`config.mk`:
```
export PLATFORM = sky130hd
export DESIGN_NAME = div_sched
export DESIGN_NICKNAME = d
export VERILOG_FILES = /design/src/rtl/div_sched.sv
export SDC_FILE = /design/constraint.sdc
export NUM_CORES = 1
export LEC_CHECK = 0
export ABC_AREA = 1
export CORE_UTILIZATION = 26
export CTS_BUF_LIST = sky130_fd_sc_hd__clkbuf_16
export CTS_CLUSTER_DIAMETER = 40
export DETAILED_ROUTE_END_ITERATION = 6
export PLACE_DENSITY = 0.56
export SYNTH_ARGS = -nofsm -noshare
export SYNTH_HDL_FRONTEND = slang
export SYNTH_SLANG_ARGS = --single-unit
```
`constraint.sdc`:
```
create_clock -name clk -period 1.6 [get_ports clk]
set_input_delay 0.16 -clock clk [delete_from_list [all_inputs] [get_ports clk]]
set_output_delay 0.16 -clock clk [all_outputs]
set_load 0.02 [all_outputs]
```
`src/rtl/div_sched.sv`:
```
// Two-requester front end for a shared iterative divider: round-robin arbitration,
// divide-by-zero short-circuit, per-requester flush and a one-cycle start-low drain.
module div_sched (
  input  logic        clk,
  input  logic        rst,
  input  logic        req0_valid,
  input  logic [1:0]  req0_op,
  input  logic [31:0] req0_src1,
  input  logic [31:0] req0_src2,
  output logic        req0_ready,
  input  logic        req1_valid,
  input  logic [1:0]  req1_op,
  input  logic [31:0] req1_src1,
  input  logic [31:0] req1_src2,
  output logic        req1_ready,
  input  logic        flush0,
  input  logic        flush1,
  output logic        resp0_valid,
  output logic [31:0] resp0_data,
  output logic        resp1_valid,
  output logic [31:0] resp1_data,
  output logic        div_start,
  output logic        div_cancel,
  output logic        div_signed,
  output logic [31:0] div_op1,
  output logic [31:0] div_op2,
  input  logic [63:0] div_result,
  input  logic        div_done,
  output logic        busy
);

  typedef enum logic [1:0] {IDLE, BUSY, ZERO, DRAIN} state_t;

  state_t      state_q, state_d;
  logic        rr_q;
  logic        owner_q;
  logic [1:0]  op_q;
  logic [31:0] src1_q;
  logic [31:0] src2_q;

  logic        grant;
  logic        accept;
  logic [1:0]  sel_op;
  logic [31:0] sel_src1;
  logic [31:0] sel_src2;
  logic        flush_owner;
  logic        resp_fire;
  logic [31:0] resp_val;

  // Pointer holder wins if it is asking; otherwise the other requester is offered the slot.
  assign grant = (rr_q ? req1_valid : req0_valid) ? rr_q : ~rr_q;

  assign req0_ready = (state_q == IDLE) & ~grant & ~flush0;
  assign req1_ready = (state_q == IDLE) &  grant & ~flush1;
  assign accept     = (req0_valid & req0_ready) | (req1_valid & req1_ready);

  assign sel_op   = grant ? req1_op   : req0_op;
  assign sel_src1 = grant ? req1_src1 : req0_src1;
  assign sel_src2 = grant ? req1_src2 : req0_src2;

  assign flush_owner = owner_q ? flush1 : flush0;

  assign busy       = (state_q != IDLE);
  assign div_signed = (state_q == BUSY) & ~op_q[1];
  assign div_op1    = (state_q == BUSY) ? src1_q : 32'h0;
  assign div_op2    = (state_q == BUSY) ? src2_q : 32'h0;

  always_comb begin
    state_d    = state_q;
    resp_fire  = 1'b0;
    resp_val   = 32'h0;
    div_start  = 1'b0;
    div_cancel = 1'b0;
    case (state_q)
      IDLE: begin
        if (accept) state_d = (sel_src2 == 32'h0) ? ZERO : BUSY;
      end
      BUSY: begin
        // A flush beats a coincident div_done: the result is dropped.
        if (flush_owner) begin
          div_cancel = 1'b1;
          state_d    = DRAIN;
        end else begin
          div_start = 1'b1;
          if (div_done) begin
            resp_fire = 1'b1;
            resp_val  = op_q[0] ? div_result[63:32] : div_result[31:0];
            state_d   = DRAIN;
          end
        end
      end
      ZERO: begin
        state_d = IDLE;
        if (!flush_owner) begin
          resp_fire = 1'b1;
          resp_val  = op_q[0] ? src1_q : 32'h0;
        end
      end
      DRAIN: state_d = IDLE;
      default: state_d = IDLE;
    endcase
  end

  always_ff @(posedge clk) begin
    if (rst) begin
      state_q     <= IDLE;
      rr_q        <= 1'b0;
      owner_q     <= 1'b0;
      op_q        <= 2'b00;
      src1_q      <= 32'h0;
      src2_q      <= 32'h0;
      resp0_valid <= 1'b0;
      resp0_data  <= 32'h0;
      resp1_valid <= 1'b0;
      resp1_data  <= 32'h0;
    end else begin
      state_q <= state_d;
      if (accept) begin
        owner_q <= grant;
        op_q    <= sel_op;
        src1_q  <= sel_src1;
        src2_q  <= sel_src2;
        rr_q    <= ~grant;
      end
      resp0_valid <= resp_fire & ~owner_q;
      resp0_data  <= (resp_fire & ~owner_q) ? resp_val : 32'h0;
      resp1_valid <= resp_fire & owner_q;
      resp1_data  <= (resp_fire & owner_q) ? resp_val : 32'h0;
    end
  end

endmodule

```
Word level (Yosys, flattened, before mapping)
Index checks and enable logic that the tools add are counted.

word-level totals
  logic and storage cells = 66
  output and inout port bits = 136
  register bits = 136

cells by class
  equal/unequal tests = 5
  reduce and logical (&&, ||, !) cells = 7
  bitwise gates (word level) = 18
  muxes and demuxes = 26

operators by type and width
  operator            number
  $mux 32             9
  $pmux 32 s2         1
  $logic_not 32->1    1
  $mux 2              5
  $and 1x1->1         9
  $mux 1              9
  $not 1->1           8
  $pmux 2 s3          1
  $reduce_or 2->1     3
  $eq 2x2->1 const B  2
  $ne 3x3->1 const B  1
  $eq 2x1->1 const B  1
  $logic_not 2->1     1
  $ne 2x2->1 const B  1
  $pmux 1 s2          1
  $reduce_and 2->1    1
  $reduce_bool 2->1   1
  $or 1x1->1          1

Longest topological paths before layout
Gate-level depths: netlist of the first run.

  word-level depth = 9
  depth in mapped cells = 14
  gate-level depth less buffers = 13

Worst setup path after synthesis of the first run
No wires, ideal clock.

  path kind = reg2reg
  from = reg state_q[0]
  to = reg op_q[0]
  library setup time = 0.132 ns
  path buffers = 1
  path slack = -0.373 ns
  stages on the path, launching flop included = 11
  arrival time = 1.840 ns
  cell sequence = dfxtp_1 -> inv_1 -> ha_1 -> inv_1 -> nor3_2 -> nand2_1 -> nand2_2 -> clkinv_1 -> buf_2 -> nand2_1 -> a31oi_1

between the ends
  cells in the longest elaborated chain, start to end = 5

ends and longest elaborated chain
  what                       RTL line  RTL
  from (decl)                34        state_t state_q, state_d;
  from (signal assigned)     117       state_q <= state_d;
  $logic_not 2->1            53        assign req0_ready = (state_q == IDLE) & ~grant & ~flush0;
  $and 1x1->1 (2 in series)  53
  via req0_ready             10        output logic req0_ready,
  $and 1x1->1                55        assign accept = (req0_valid & req0_ready) | (req1_valid & req1_ready);
  $or 1x1->1                 55
  to (signal assigned)       120       op_q <= sel_op;
  to (decl)                  37        logic [1:0] op_q;

The timed path passes the listed nets, and every way through them passes these cells.
A chain may end at the register's enable or synchronous reset.

Worst setup path in the final report of the first run
  from = reg state_q[0]
  to = out req0_ready

between the ends
  cells in the longest elaborated chain, start to end = 3

ends and longest elaborated chain
  what                       RTL line
  $logic_not 2->1            53
  $and 1x1->1 (2 in series)  53
  to (decl)                  10

Every way passes these cells.

==> results.py, run 1 <==
metrics = {
    "power_and_ir_drop": {
        "swShare_pct": 34.2,
        "clkPwrFrac_pct": 31.8,
        "combPwrFrac_pct": 37.8,
        "peakVddDrop_v": 0.000499,
        "total_power_mw": 13.0,
        "p_sw_mw": 4.46,
        "seqPwrFrac_pct": 30.3,
        "intPower_mw": 8.59,
        "p_per_area_mw_per_mm2": 1010,
        "p_leak_nw": 5.60,
    },
    "finish": {
        "seq_area_sq_mm": 0.00273,
        "area_growth_syn_to_layout_pct": 102,
        "nFillCells": 2292,
        "multi_input_area_sq_mm": 0.00346,
        "final_cell_mix": "267 x clkdlybuf4s50_1, 241 x nand2_1, 136 x inv_1",
        "final_cell_area_sq_mm": 0.0129,
        "nets": 1574,
        "final_common_cell": "clkdlybuf4s50_1",
        "layout.cells.non_filler": 1707,
        "drive_gt1_share_pct": 29.0,
    },
    "sta": {
        "finalSetupTns_ns": -18.64,
        "rsz0062_at_grt": "yes",
        "hold_viol_final": 0,
        "fmax_mhz": 559,
        "fin_skew_ns": 0.0101,
        "finalSetupViolCount": 203,
        "timing.final.crit_period_ns": 1.79,
        "fin_crit_sh_pct": 112,
        "worst_slack_ns": -0.188,
        "tightest_slew_ns": 0.516,
        "final_max_slew_viol_count": 0,
        "slew_headroom_pct": 65.6,
    },
    "detailed_routing": {
        "drtAntennaViolNets": 0,
        "drcViolationCount": 0,
        "wl_per_cell_um": 16.9,
        "first_pass_iters": 4,
        "num_vias": 7635,
        "viasPerCell": 4.47,
        "routed_wirelength_mm": 28.9,
        "drt_iter0_drc": 434,
    },
    "die": {
        "die-area_sq_mm": 0.0252,
        "io_pins": 339,
        "core_area_sq_mm": 0.0242,
        "start_util_pct": 26.4,
        "die_height_um": 159,
        "num_rows": 57,
        "die_x_um": 159,
    },
    "logic_synthesis": {
        "synth_cells": 935,
        "syn-cell-area_sq_mm": 0.00640,
        "yosys.area_share.simple_pct": 25.3,
        "yosysSeqAreaShare_pct": 42.6,
        "synth_cell_types": 27,
        "synthMuxAreaShare_pct": 5.01,
        "yosysTopAreaCellShare_pct": 42.6,
        "yosys-top-cells-area": "dfxtp_1 43%, nand2_1 17%, inv_1 9.0%",
        "synth_fp_nets": 1141,
        "synth_top_area_cell": "dfxtp_1",
        "synth_compound_area_share_pct": 12.6,
        "synth_xor_area_share_pct": 0,
        "synth-adder-area-share_pct": 0.587,
        "synth-seq-cells": 136,
        "yosys_warnings": 0,
        "synth_area_per_cell_sq_um": 6.84,
        "synth_top_family_by_area": "simple AND/OR/NAND/NOR gates",
    },
    "setup_path": {
        "r2r_slack_ns": -0.18,
        "reg2reg_depth": 12,
        "r2r_start": "state_q[1]$_SDFFE_PP0P_",
        "crit_path_end": "req0_ready",
        "critPathLaunch": "state_q[0]$_SDFFE_PP0P_",
        "critPathTopFamily": "buffers and inverters",
        "cp.depth": 7,
        "cp_max_fo": 3,
        "critical_path.endpoint_type": "output pin",
        "slowest_delay_ns": 0.35,
        "cp_slowest_cell": "dfxtp_4",
        "path_cells": "buf_6 -> inv_4 -> ha_4 -> inv_8 -> nor3_4 -> buf_4 -> buf_6",
        "cp.arrival_ns": 1.63,
        "rr_endpoint": "resp1_data[26]$_SDFF_PP0_",
        "start_kind": "register",
        "worstPathRequired_ns": 1.44,
        "timing.critical_path.mode_cell": "buf_6",
        "crit_type": "register to output pin",
        "worst-path-buf-inv": 5,
    },
    "clock_tree": {
        "ctsHoldBuffers": 0,
        "insertion_delay_ns": 0.43,
        "clockBufferDepth": 2,
        "clk_pin_slew_ns": 0.07,
        "cts_buffers": 17,
        "cts_tree": "yes",
        "h-tree-depth": 4,
        "clockRootBuffer": "clkbuf_16",
        "cts_sinks": 136,
    },
    "placement": {
        "place.port_buffers": 338,
        "placed_area_sq_mm": 0.0108,
        "dp_cells": 1624,
        "globalplace.congestion": 0.857,
        "dpl.hpwl_mm": 19.4,
    },
    "global_routing": {
        "grt_pass1_vias": 7302,
        "grt_start_max_net_pins": 37,
        "grt_pass1_wl_mm": 41.6,
        "grt_overflow_total": 0,
        "globalRouteTotalUtil_pct": 21.7,
        "antenna_found_initial": 2,
    },
    "run_status": {
        "status": "finished, violations left",
        "violations": "setup timing",
    },
    "worst_hold_path": {
        "hold_path.class": "input pin to register",
    },
    "flow_run": {
        "maxCapViolCount": 0,
    },
}
synth_stat cells:
library cell,instances
buf_2,22
a31oi_1,39
inv_1,154
o21ai_1,4
mux2i_1,32
o211ai_1,3
nor3_2,1
nor3_4,1
buf_1,2
nor2_2,1
buf_6,5
nand2_1,295
ha_1,3
clkbuf_1,23
o22ai_1,32
o21ai_0,32
buf_4,4
inv_2,3
a21oi_1,29
nand2_2,6
clkinv_1,4
o22ai_2,1
dfxtp_1,136
nand3_1,16
nand2_4,1
nand3b_1,7
nor2_1,79
power by group through the flow:
stage / registers, mW / logic (mW) / clock network (mW)
global route: 4.00 / 5.26 / 4.34
finish: 3.96 / 4.94 / 4.15
global placement: 3.98 / 3.65 / 0
floorplan: 3.91 / 1.80 / 0
detailed placement: 3.98 / 3.68 / 0
CTS: 3.92 / 4.24 / 4.22
worst min path at each step:
stage | startpoint | endpoint | slack (ns) | depth (start not counted)
2_1_floorplan | req1_src1[10] | src1_q[10]$_SDFFE_PP0P_ | 0.33 | 2
3_3_place_gp | op_q[1]$_SDFFE_PP0P_ | op_q[1]$_SDFFE_PP0P_ | 0.47 | 2
3_5_place_dp | op_q[1]$_SDFFE_PP0P_ | op_q[1]$_SDFFE_PP0P_ | 0.48 | 2
4_1_cts | rst | resp0_valid$_SDFF_PP0_ | 0.07 | 4
5_1_grt | rst | resp0_valid$_SDFF_PP0_ | 0.10 | 4
6_report | rst | resp0_valid$_SDFF_PP0_ | 0.09 | 4
tightest hold or removal path, cell delays in order:
cell and delay, ns:
buf_2 0.09, inv_1 0.07, nand3_4 0.11, nor2_4 0.04
cell families after synthesis:
kind of cell,Yosys count
simple gates,407
buf+inv,217
compound gates,140
flops,136
mux,32
fa+ha+maj,3
layer usage:
metal  up-vias  GRT usage, %  part of all wire [%]
met2       266          36.6                    50
met5         -             0                     0
met3        51          4.02                   5.3
met4         0          10.2                   3.0
met1      3527          26.4                    42
li1       3791             -                     -
state kept, by name (all words and copies together), names as in the netlist:
register and flops:
resp0_data 32, rr_q 1, src2_q 32, resp1_valid 1
resp1_data 32, op_q 2, resp0_valid 1, state_q 2
src1_q 32, owner_q 1
what timing repair did:
item | in CTS | in global routing
gates cloned | 9 | 12
setup endpoints to repair | 206 | 205
pin swaps | 14 | 54
setup buffers | 10 | 21
gates resized for setup | 370 | 256
cell type report:
class / count / share of cell area (%)
repair buffers: 470 / 39.1
multi-input cells: 582 / 26.8
flip-flops and latches: 136 / 21.1
inverters: 161 / 5.10
clock buffers: 17 / 3.29
well taps: 324 / 3.14
clock inverters: 15 / 1.39
diodes: 2 / 0.0387
through the flow:
stage	util (%)	hold WS [ns]	setup WS, ns
global placement	44.4	0.468	-0.485
global route	53.3	0.103	-0.253
detailed placement	44.4	0.484	-0.527
finish	53.3	0.0877	-0.188
floorplan	-	0.326	-0.0330
CTS	49.5	0.0714	-0.201
No activity file was read; power rests on OpenSTA's default activity.
==> inputs of run 2 (changes only) <==
Settings changed: PLACE_DENSITY 0.56 to 0.62.
==> results.py, run 2 (synthesis gave the netlist of run 1 again) <==
metrics = {
    "run_status": {
        "status": "finished, violations left",
        "violations": "DRC, setup timing",
    },
    "clock_tree": {
        "clk_pin_slew_ns": 0.06,
        "cts_buffers": 17,
        "cts_sinks": 136,
        "h-tree-depth": 4,
        "insertion_delay_ns": 0.41,
        "clockRootBuffer": "clkbuf_16",
        "cts_tree": "yes",
        "clockBufferDepth": 2,
        "ctsHoldBuffers": 0,
    },
    "detailed_routing": {
        "num_vias": 7695,
        "drcViolationCount": 1,
        "routed_wirelength_mm": 30.5,
        "drt_iter0_drc": 345,
        "drtAntennaViolNets": 0,
        "wl_per_cell_um": 17.9,
        "viasPerCell": 4.51,
        "first_pass_iters": 7,
    },
    "global_routing": {
        "globalRouteTotalUtil_pct": 21.3,
        "grt_overflow_total": 0,
        "use_met1_pct": 25.9,
        "antenna_found_initial": 1,
        "grt.busiest_layer": "met2",
        "use_met3_pct": 4.78,
        "grt_pass1_wl_mm": 41.2,
        "grt_pass1_vias": 7226,
        "grt_start_max_net_pins": 49,
        "use_met2_pct": 36.5,
    },
    "setup_path": {
        "worstPathRequired_ns": 1.87,
        "critical_path.endpoint_type": "register",
        "cp.arrival_ns": 2.08,
        "crit_type": "register to register",
        "slowest_delay_ns": 0.35,
        "path_cells": "buf_6 -> inv_4 -> ha_4 -> inv_8 -> nor3_4 -> nand2_2 -> nand2_4 -> inv_8 -> clkbuf_16 -> nand2_2 -> a31oi_1",
        "cp_max_fo": 8,
        "start_kind": "register",
        "cp_slowest_cell": "dfxtp_4",
    },
    "sta": {
        "worst_slack_ns": -0.205,
        "finalSetupViolCount": 192,
        "tightest_slew_ns": 0.549,
        "final_max_slew_viol_count": 0,
        "hold_viol_final": 0,
        "fin_crit_sh_pct": 113,
        "rsz0062_at_grt": "yes",
        "slew_headroom_pct": 63.4,
        "finalSetupTns_ns": -22.22,
        "timing.final.crit_period_ns": 1.80,
        "fmax_mhz": 554,
        "fin_skew_ns": 0.0125,
        "hold_ws_ns": 0.113,
    },
    "finish": {
        "fin_util_pct": 55.3,
        "final_common_cell": "clkdlybuf4s50_1",
        "area_growth_syn_to_layout_pct": 109,
        "final_cell_area_sq_mm": 0.0134,
        "drive_gt1_share_pct": 35.2,
        "nets": 1575,
        "final_cell_mix": "266 x clkdlybuf4s50_1, 199 x nand2_1, 132 x dfxtp_1",
        "layout.cells.non_filler": 1707,
    },
    "placement": {
        "globalplace.congestion": 0.874,
        "placed_area_sq_mm": 0.0107,
        "dp_cells": 1618,
        "place.port_buffers": 338,
        "pre_cts_ws_ns": -0.414,
        "dpl.hpwl_mm": 19.2,
    },
    "die": {
        "start_util_pct": 26.4,
        "io_pins": 339,
        "die-area_sq_mm": 0.0252,
        "num_rows": 57,
        "core_area_sq_mm": 0.0242,
        "die_x_um": 159,
        "die_height_um": 159,
    },
    "power_and_ir_drop": {
        "p_leak_nw": 5.97,
        "p_per_area_mw_per_mm2": 981,
        "total_power_mw": 13.1,
        "peakVddDrop_v": 0.000611,
    },
    "flow_run": {
        "maxCapViolCount": 0,
    },
    "worst_hold_path": {
        "hold_path.class": "input pin to register",
    },
}
[run 2: power by group]
part | leakage, nW | switching, mW | internal (mW)
registers | 1.11 | 0.320 | 3.71
logic | 4.60 | 2.74 | 2.62
clock network | 0.264 | 1.71 | 2.04
[run 2: repair_timing]
item	4_1_cts	5_1_grt
setup buffers	20	16
setup endpoints to repair	204	205
hold endpoints to repair	0	0
gates cloned	9	18
gates resized for setup	449	334
pin swaps	37	92
[run 2: metal layers]
layer  share of wire, %  wire length, um  vias to the layer above
met5                  0                0                        -
met4                3.1              952                        0
met3                5.5             1690                       54
met2                 49            14900                      252
met1                 42            13000                     3604
li1                   -                -                     3785
[run 2: path summary, 6_finish.rpt]
kind                                         startpoint                      end  slack (ns)  cells after the start
worst max-delay path            state_q[0]$_SDFFE_PP0P_  src1_q[10]$_SDFFE_PP0P_       -0.20                     11
worst min-delay path                                rst   resp1_valid$_SDFF_PP0_        0.11                      4
worst max register to register  state_q[0]$_SDFFE_PP0P_  src1_q[10]$_SDFFE_PP0P_       -0.20                     11
worst min register to register  src1_q[27]$_SDFFE_PP0P_  src1_q[27]$_SDFFE_PP0P_        0.50                      2
[run 2: final cells by class]
type	instances	area [sq um]
clock buffer	17	425
clock inverter	15	130
fill	2223	10800
inverter	161	641
timing repair buffer	471	5200
antenna	1	2.50
multi-input combinational	582	3860
tap	324	405
sequential	136	2730
[run 2: worst max-delay path: cells and delay by family (launching register included)]
family                   cells  cell delay (ns)
AND/OR/NAND/NOR              4             0.58
buffers and inverters        5             0.49
flip-flops                   1             0.35
adder cells (fa/ha/maj)      1             0.16
AO/OA/AOI/OAI                1             0.09
